**src/rtl/control_pipeline.sv**
```systemverilog
// Pipelined MIPS main control: ID decode carried through ID/EX, EX/MEM, MEM/WB with
// load-use and HI/LO hazard stalls. Optional mult/div interlock: CTRL_MD_INTERLOCK_EN.
module control_pipeline #(
    parameter int REG_W  = 5,
    parameter int MD_LAT = 4
) (
    input  logic             clk,
    input  logic             rst,
    input  logic             id_valid,
    input  logic [5:0]       opcode,
    input  logic [5:0]       funct,
    input  logic [REG_W-1:0] id_rs,
    input  logic [REG_W-1:0] id_rt,
    input  logic             flush,
    output logic             stall,
    output logic [9:0]       ex_ctrl,
    output logic [REG_W-1:0] ex_rt,
    output logic [1:0]       mem_ctrl,
    output logic [2:0]       wb_ctrl,
    output logic             ex_illegal
);

    localparam logic [5:0] OP_R    = 6'd0;
    localparam logic [5:0] OP_LW   = 6'd35;
    localparam logic [5:0] OP_SW   = 6'd43;
    localparam logic [5:0] OP_BEQ  = 6'd4;
    localparam logic [5:0] OP_J    = 6'd2;
    localparam logic [5:0] OP_JAL  = 6'd3;
    localparam logic [5:0] OP_SLTI = 6'd10;

    localparam logic [5:0] FN_SLL  = 6'd0;
    localparam logic [5:0] FN_MFHI = 6'd16;
    localparam logic [5:0] FN_MFLO = 6'd18;

    if (MD_LAT < 1 || MD_LAT > 15) begin : g_bad_md_lat
        $error("control_pipeline: MD_LAT must be in 1..15");
    end

    logic [9:0] dec_ex;
    logic [1:0] dec_mem;
    logic [2:0] dec_wb;
    logic       dec_illegal;

    // ex bits: {Branch, Jump, JalSignal, Shifter, MFHI, MFLO, RegDst, ALUSrc, ALUOp[1:0]}
    always_comb begin
        dec_ex      = '0;
        dec_mem     = '0;
        dec_wb      = '0;
        dec_illegal = 1'b0;
        case (opcode)
            OP_R: begin
                dec_ex[3]   = 1'b1;
                dec_ex[1:0] = 2'b10;
                dec_wb[2]   = 1'b1;
                dec_ex[6]   = (funct == FN_SLL);
                dec_ex[5]   = (funct == FN_MFHI);
                dec_ex[4]   = (funct == FN_MFLO);
            end
            OP_LW: begin
                dec_ex[2]   = 1'b1;
                dec_mem[1]  = 1'b1;
                dec_wb[2:1] = 2'b11;
            end
            OP_SW: begin
                dec_ex[2]  = 1'b1;
                dec_mem[0] = 1'b1;
            end
            OP_BEQ: begin
                dec_ex[9]   = 1'b1;
                dec_ex[1:0] = 2'b01;
            end
            OP_J: begin
                dec_ex[8]   = 1'b1;
                dec_ex[1:0] = 2'b01;
            end
            OP_JAL: begin
                dec_ex[8]   = 1'b1;
                dec_ex[7]   = 1'b1;
                dec_ex[1:0] = 2'b01;
                dec_wb[2]   = 1'b1;
            end
            OP_SLTI: begin
                dec_ex[2]   = 1'b1;
                dec_ex[1:0] = 2'b01;
                dec_wb[2]   = 1'b1;
                dec_wb[0]   = 1'b1;
            end
            default: dec_illegal = 1'b1;
        endcase
    end

    logic [1:0] ex_mem_ctrl;
    logic [2:0] ex_wb_ctrl;
    logic [2:0] mem_wb_ctrl;
    logic       load_use;
    logic       bubble;

    assign load_use = id_valid && ex_mem_ctrl[1] && (ex_rt != '0) &&
                      ((ex_rt == id_rs) || (ex_rt == id_rt));

`ifdef CTRL_MD_INTERLOCK_EN
    localparam logic [3:0] MD_INIT = 4'(MD_LAT);

    logic [3:0] md_cnt;
    logic       hilo_stall;
    logic       md_start;

    assign hilo_stall = id_valid && (opcode == OP_R) &&
                        ((funct == FN_MFHI) || (funct == FN_MFLO)) && (md_cnt != 4'd0);
    assign stall      = (load_use || hilo_stall) && !flush;
    assign md_start   = id_valid && !flush && !stall && (opcode == OP_R) &&
                        (funct[5:2] == 4'b0110);

    // A new mult/div restarts the busy window even if one is still running.
    always_ff @(posedge clk) begin
        if (rst) begin
            md_cnt <= 4'd0;
        end else if (md_start) begin
            md_cnt <= MD_INIT;
        end else if (md_cnt != 4'd0) begin
            md_cnt <= md_cnt - 4'd1;
        end
    end
`else
    assign stall = load_use && !flush;
`endif

    assign bubble = flush || stall || !id_valid;

    always_ff @(posedge clk) begin
        if (rst) begin
            ex_ctrl     <= '0;
            ex_mem_ctrl <= '0;
            ex_wb_ctrl  <= '0;
            ex_rt       <= '0;
            ex_illegal  <= 1'b0;
        end else if (bubble) begin
            ex_ctrl     <= '0;
            ex_mem_ctrl <= '0;
            ex_wb_ctrl  <= '0;
            ex_rt       <= '0;
            ex_illegal  <= 1'b0;
        end else begin
            ex_ctrl     <= dec_ex;
            ex_mem_ctrl <= dec_mem;
            ex_wb_ctrl  <= dec_wb;
            ex_rt       <= id_rt;
            ex_illegal  <= dec_illegal;
        end
    end

    // EX/MEM and MEM/WB never stall; a held ID only injects bubbles upstream of them.
    always_ff @(posedge clk) begin
        if (rst) begin
            mem_ctrl    <= '0;
            mem_wb_ctrl <= '0;
            wb_ctrl     <= '0;
        end else begin
            mem_ctrl    <= ex_mem_ctrl;
            mem_wb_ctrl <= ex_wb_ctrl;
            wb_ctrl     <= mem_wb_ctrl;
        end
    end

endmodule

```
**config.mk**
```make
export PLATFORM = sky130hd
export DESIGN_NAME = control_pipeline
export DESIGN_NICKNAME = d
export VERILOG_FILES = /design/src/rtl/control_pipeline.sv
export SDC_FILE = /design/constraint.sdc
export NUM_CORES = 1
export LEC_CHECK = 0
export ABC_CLOCK_PERIOD_IN_PS = 2300
export CAP_MARGIN = 20
export CORE_MARGIN = 2
export CORE_UTILIZATION = 32
export DETAILED_ROUTE_END_ITERATION = 10
export GPL_ROUTABILITY_DRIVEN = 1
export PLACE_DENSITY = 0.63
export SETUP_SLACK_MARGIN = 0.4
export SLEW_MARGIN = 20
export SYNTH_ARGS = -nofsm -noshare
export SYNTH_HDL_FRONTEND = slang
export SYNTH_SLANG_ARGS = --single-unit
```
**constraint.sdc**
```tcl
create_clock -name clk -period 2.3 [get_ports clk]
set_input_delay 0.23 -clock clk [delete_from_list [all_inputs] [get_ports clk]]
set_output_delay 0.23 -clock clk [all_outputs]
set_load 0.02 [all_outputs]
```
==> insert_results.sql <==
INSERT INTO impl_metrics (metric_group, metric, value, unit) VALUES
('status', 'outcome', 'finished, final reports clean', ''),
('cells_and_area', 'post_layout_net_count', '193', ''),
('grt', 'first_global_vias', '880', ''),
('logic_synthesis', 'mappedNetlistNets', '143', ''),
('grt', 'global_route.usage.met3', '4.167', '%'),
('sta', 'fin_hold_ws', '446.7', 'ps'),
('routing', 'drt_first_pass_iters', '4', ''),
('logic_synthesis', 'seq_area_frac_synth', '45.52', '%'),
('cells_and_area', 'antennaDiodeCount', '0', ''),
('power', 'p_per_area', '485.8', 'mW/mm^2'),
('placed_design', 'port_bufs', '47', ''),
('grt', 'globalRoute.totalOverflow', '0', ''),
('clocking', 'htreeDepth', '1', ''),
('cells_and_area', 'most-common-layout-cells', '46 x clkdlybuf4s50_1, 25 x dfxtp_1, 9 x nor2b_1', ''),
('grt', 'groute.usage.overall', '13.53', '%'),
('clocking', 'clock-root-buffer', 'clkbuf_8', ''),
('floorplanning', 'rows', '22', ''),
('grt', 'met1_use_gr', '17.43', '%'),
('placed_design', 'placement.cell_area', '0.001699', 'sq mm'),
('sta', 'rsz_0062_raised_after_global_routing', 'yes', ''),
('clocking', 'cts.clk_slew.worst_paths', '90', 'ps'),
('logic_synthesis', 'syn_avg_cell_area', '10.15', 'sq um'),
('worst_setup_path', 'register_to_register_path_setup_slack', '530', 'ps'),
('worst_setup_path', 'crit-reg2reg-capture', 'ex_ctrl[4]', ''),
('logic_synthesis', 'synth_top_area_share', '45.52', '%'),
('placed_design', 'half_perimeter_wire_length_after_placement', '2.098', 'mm'),
('clocking', 'cts_made_buffers', '3', ''),
('cells_and_area', 'area_overhead_vs_synth', '50.05', '%'),
('sta', 'finalWorstSetupSlack', '443.4', 'ps'),
('sta', 'slew_violations', '0', ''),
('sta', 'finalSetupViolations', '0', ''),
('worst_setup_path', 'critPathLaunchType', 'flop', ''),
('routing', 'detail-route-antenna-nets', '0', ''),
('grt', 'grt_util_met2', '22.04', '%'),
('grt', 'antenna_found_initial', '0', ''),
('sta', 'fmax', '538.6', 'MHz'),
('worst_setup_path', 'worstSetupEndpointType', 'primary output', ''),
('sta', 'finalHoldViolations', '0', ''),
('logic_synthesis', 'postSynthRegisterBits', '27', ''),
('sta', 'tightest_slew', '532.7', 'ps'),
('floorplanning', 'num_io_pins', '48', ''),
('grt', 'wire_length_of_the_first_global_routing_pass', '4.340', 'mm'),
('sta', 'post-route-period-util', '80.72', '%'),
('sta', 'worst_clock_skew', '2.391', 'ps'),
('clocking', 'tritoncts', 'yes', ''),
('run', 'cap_viol_max_count', '0', ''),
('routing', 'dr_total_vias', '1012', ''),
('worst_setup_path', 'critPathKind', 'flop to primary output', ''),
('routing', 'average_wire_per_standard_cell', '12.60', 'microns'),
('logic_synthesis', 'yosys.area.top_type', 'dfxtp_1', ''),
('worst_setup_path', 'crit_path_max_fanout', '2', ''),
('clocking', 'clk_lat_worst_skew', '270', 'ps'),
('placed_design', 'placed_cells', '208', ''),
('logic_synthesis', 'yosys.cell_types.count', '27', ''),
('power', 'power.ir.vdd_worst', '390.0', 'uV'),
('logic_synthesis', 'synthesis.area', '0.001187', 'sq mm'),
('worst_setup_path', 'worst_r2r_startpoint', 'ex_rt[0]', ''),
('worst_setup_path', 'critPathCapture', 'stall', ''),
('power', 'design_power_total', '0.8656', 'mW'),
('floorplanning', 'die_y', '64.92', 'microns'),
('floorplanning', 'core_area', '0.003606', 'sq mm'),
('cells_and_area', 'final_core_util', '49.41', '%'),
('cells_and_area', 'drive_gt1_share', '16.27', '%'),
('sta', 'finalWorstPathRequiredPeriod', '1857', 'ps'),
('sta', 'final.setup.tns', '0', 'ps'),
('cells_and_area', 'layout.cells.most_common', 'clkdlybuf4s50_1', ''),
('clocking', 'max_root_sink_buffers', '2', ''),
('routing', 'drt_wl_total', '2.696', 'mm'),
('routing', 'drt_drc_violations_left', '0', ''),
('cells_and_area', 'post-route-cell-area', '0.001782', 'sq mm'),
('grt', 'global_route.peak_usage_layer', 'met2', '');
==> critical path: stages, from the launching register on <==
cell and delay (ps):
dfxtp_4 350, or4_4 540, o21ai_4 140, a21oi_2 50, and2_4 150, buf_6 120
==> logic make-up (layout without fill, tap and decap cells) <==
family | Yosys count | count (layout) | share of synthesized area (%)
buffers and inverters | 9 | 58 | 4.426
flip-flops | 27 | 27 | 45.52
AND/OR/NAND/NOR | 63 | 63 | 38.15
AO/OA/AOI/OAI | 7 | 7 | 3.793
XOR/XNOR | 11 | 11 | 8.114
==> state kept, by name (all words and copies together), names as in the netlist <==
| name | flops |
|---|---|
| mem_wb_ctrl | 3 |
| ex_rt | 5 |
| wb_ctrl | 3 |
| ex_illegal | 1 |
| ex_ctrl | 10 |
| ex_wb_ctrl | 3 |
| ex_mem_ctrl | 1 |
| mem_ctrl | 1 |
==> Yosys cell counts <==
cell,number
nor2b_1,9
nand4_1,2
clkbuf_1,5
inv_1,1
buf_6,2
buf_4,1
nor3_1,8
and2_1,1
nor4b_2,6
xor2_1,7
a21oi_1,3
nor4_1,7
xnor2_1,4
o21ai_2,1
a31oi_1,2
or4_4,1
or3_1,3
nand2b_1,3
nor4_2,4
a21oi_2,1
nor2_1,4
nand3_1,5
or4_1,3
nor4b_1,1
nand2_1,3
nand3b_1,3
dfxtp_1,27
==> layer usage <==
metal	wire, microns	vias up
li1	-	521
met2	1319	28
met1	1229	461
met3	124	2
met4	23	0
met5	0	-
==> how the worst min path moves through the flow <==
stage	from	end	slack [ps]	cells after the start
final	ex_wb_ctrl[2]	mem_wb_ctrl[2]	450	1
after global routing	mem_wb_ctrl[1]	wb_ctrl[1]	470	1
after CTS	ex_wb_ctrl[2]	mem_wb_ctrl[2]	450	1
after detailed placement	ex_wb_ctrl[2]	mem_wb_ctrl[2]	430	1
after global placement	ex_wb_ctrl[0]	mem_wb_ctrl[0]	420	1
after floorplan	opcode[4]	ex_mem_ctrl[0]	310	1
==> area by class of cell <==
type,instances,area (sq um)
Clock buffer,3,41.29
Clock inverter,1,7.507
Multi-Input combinational cell,81,604.3
Fill cell,341,1824
Sequential cell,27,548.0
Timing Repair Buffer,53,516.7
Inverter,1,3.754
Tap cell,48,60.06
==> what timing repair did <==
item                       in CTS  in global routing
hold buffers                    0                  0
setup buffers                   1                  1
pin swaps                       1                  4
gates resized for setup        10                  2
setup endpoints to repair       1                  1
==> report_power, final <==
part	switching, mW	internal [mW]	total, mW
registers	0.00321	0.469	0.472
logic	0.0581	0.0718	0.130
clock network	0.141	0.123	0.263
total	0.202	0.664	0.866
Power figures use the tool's default switching activity.
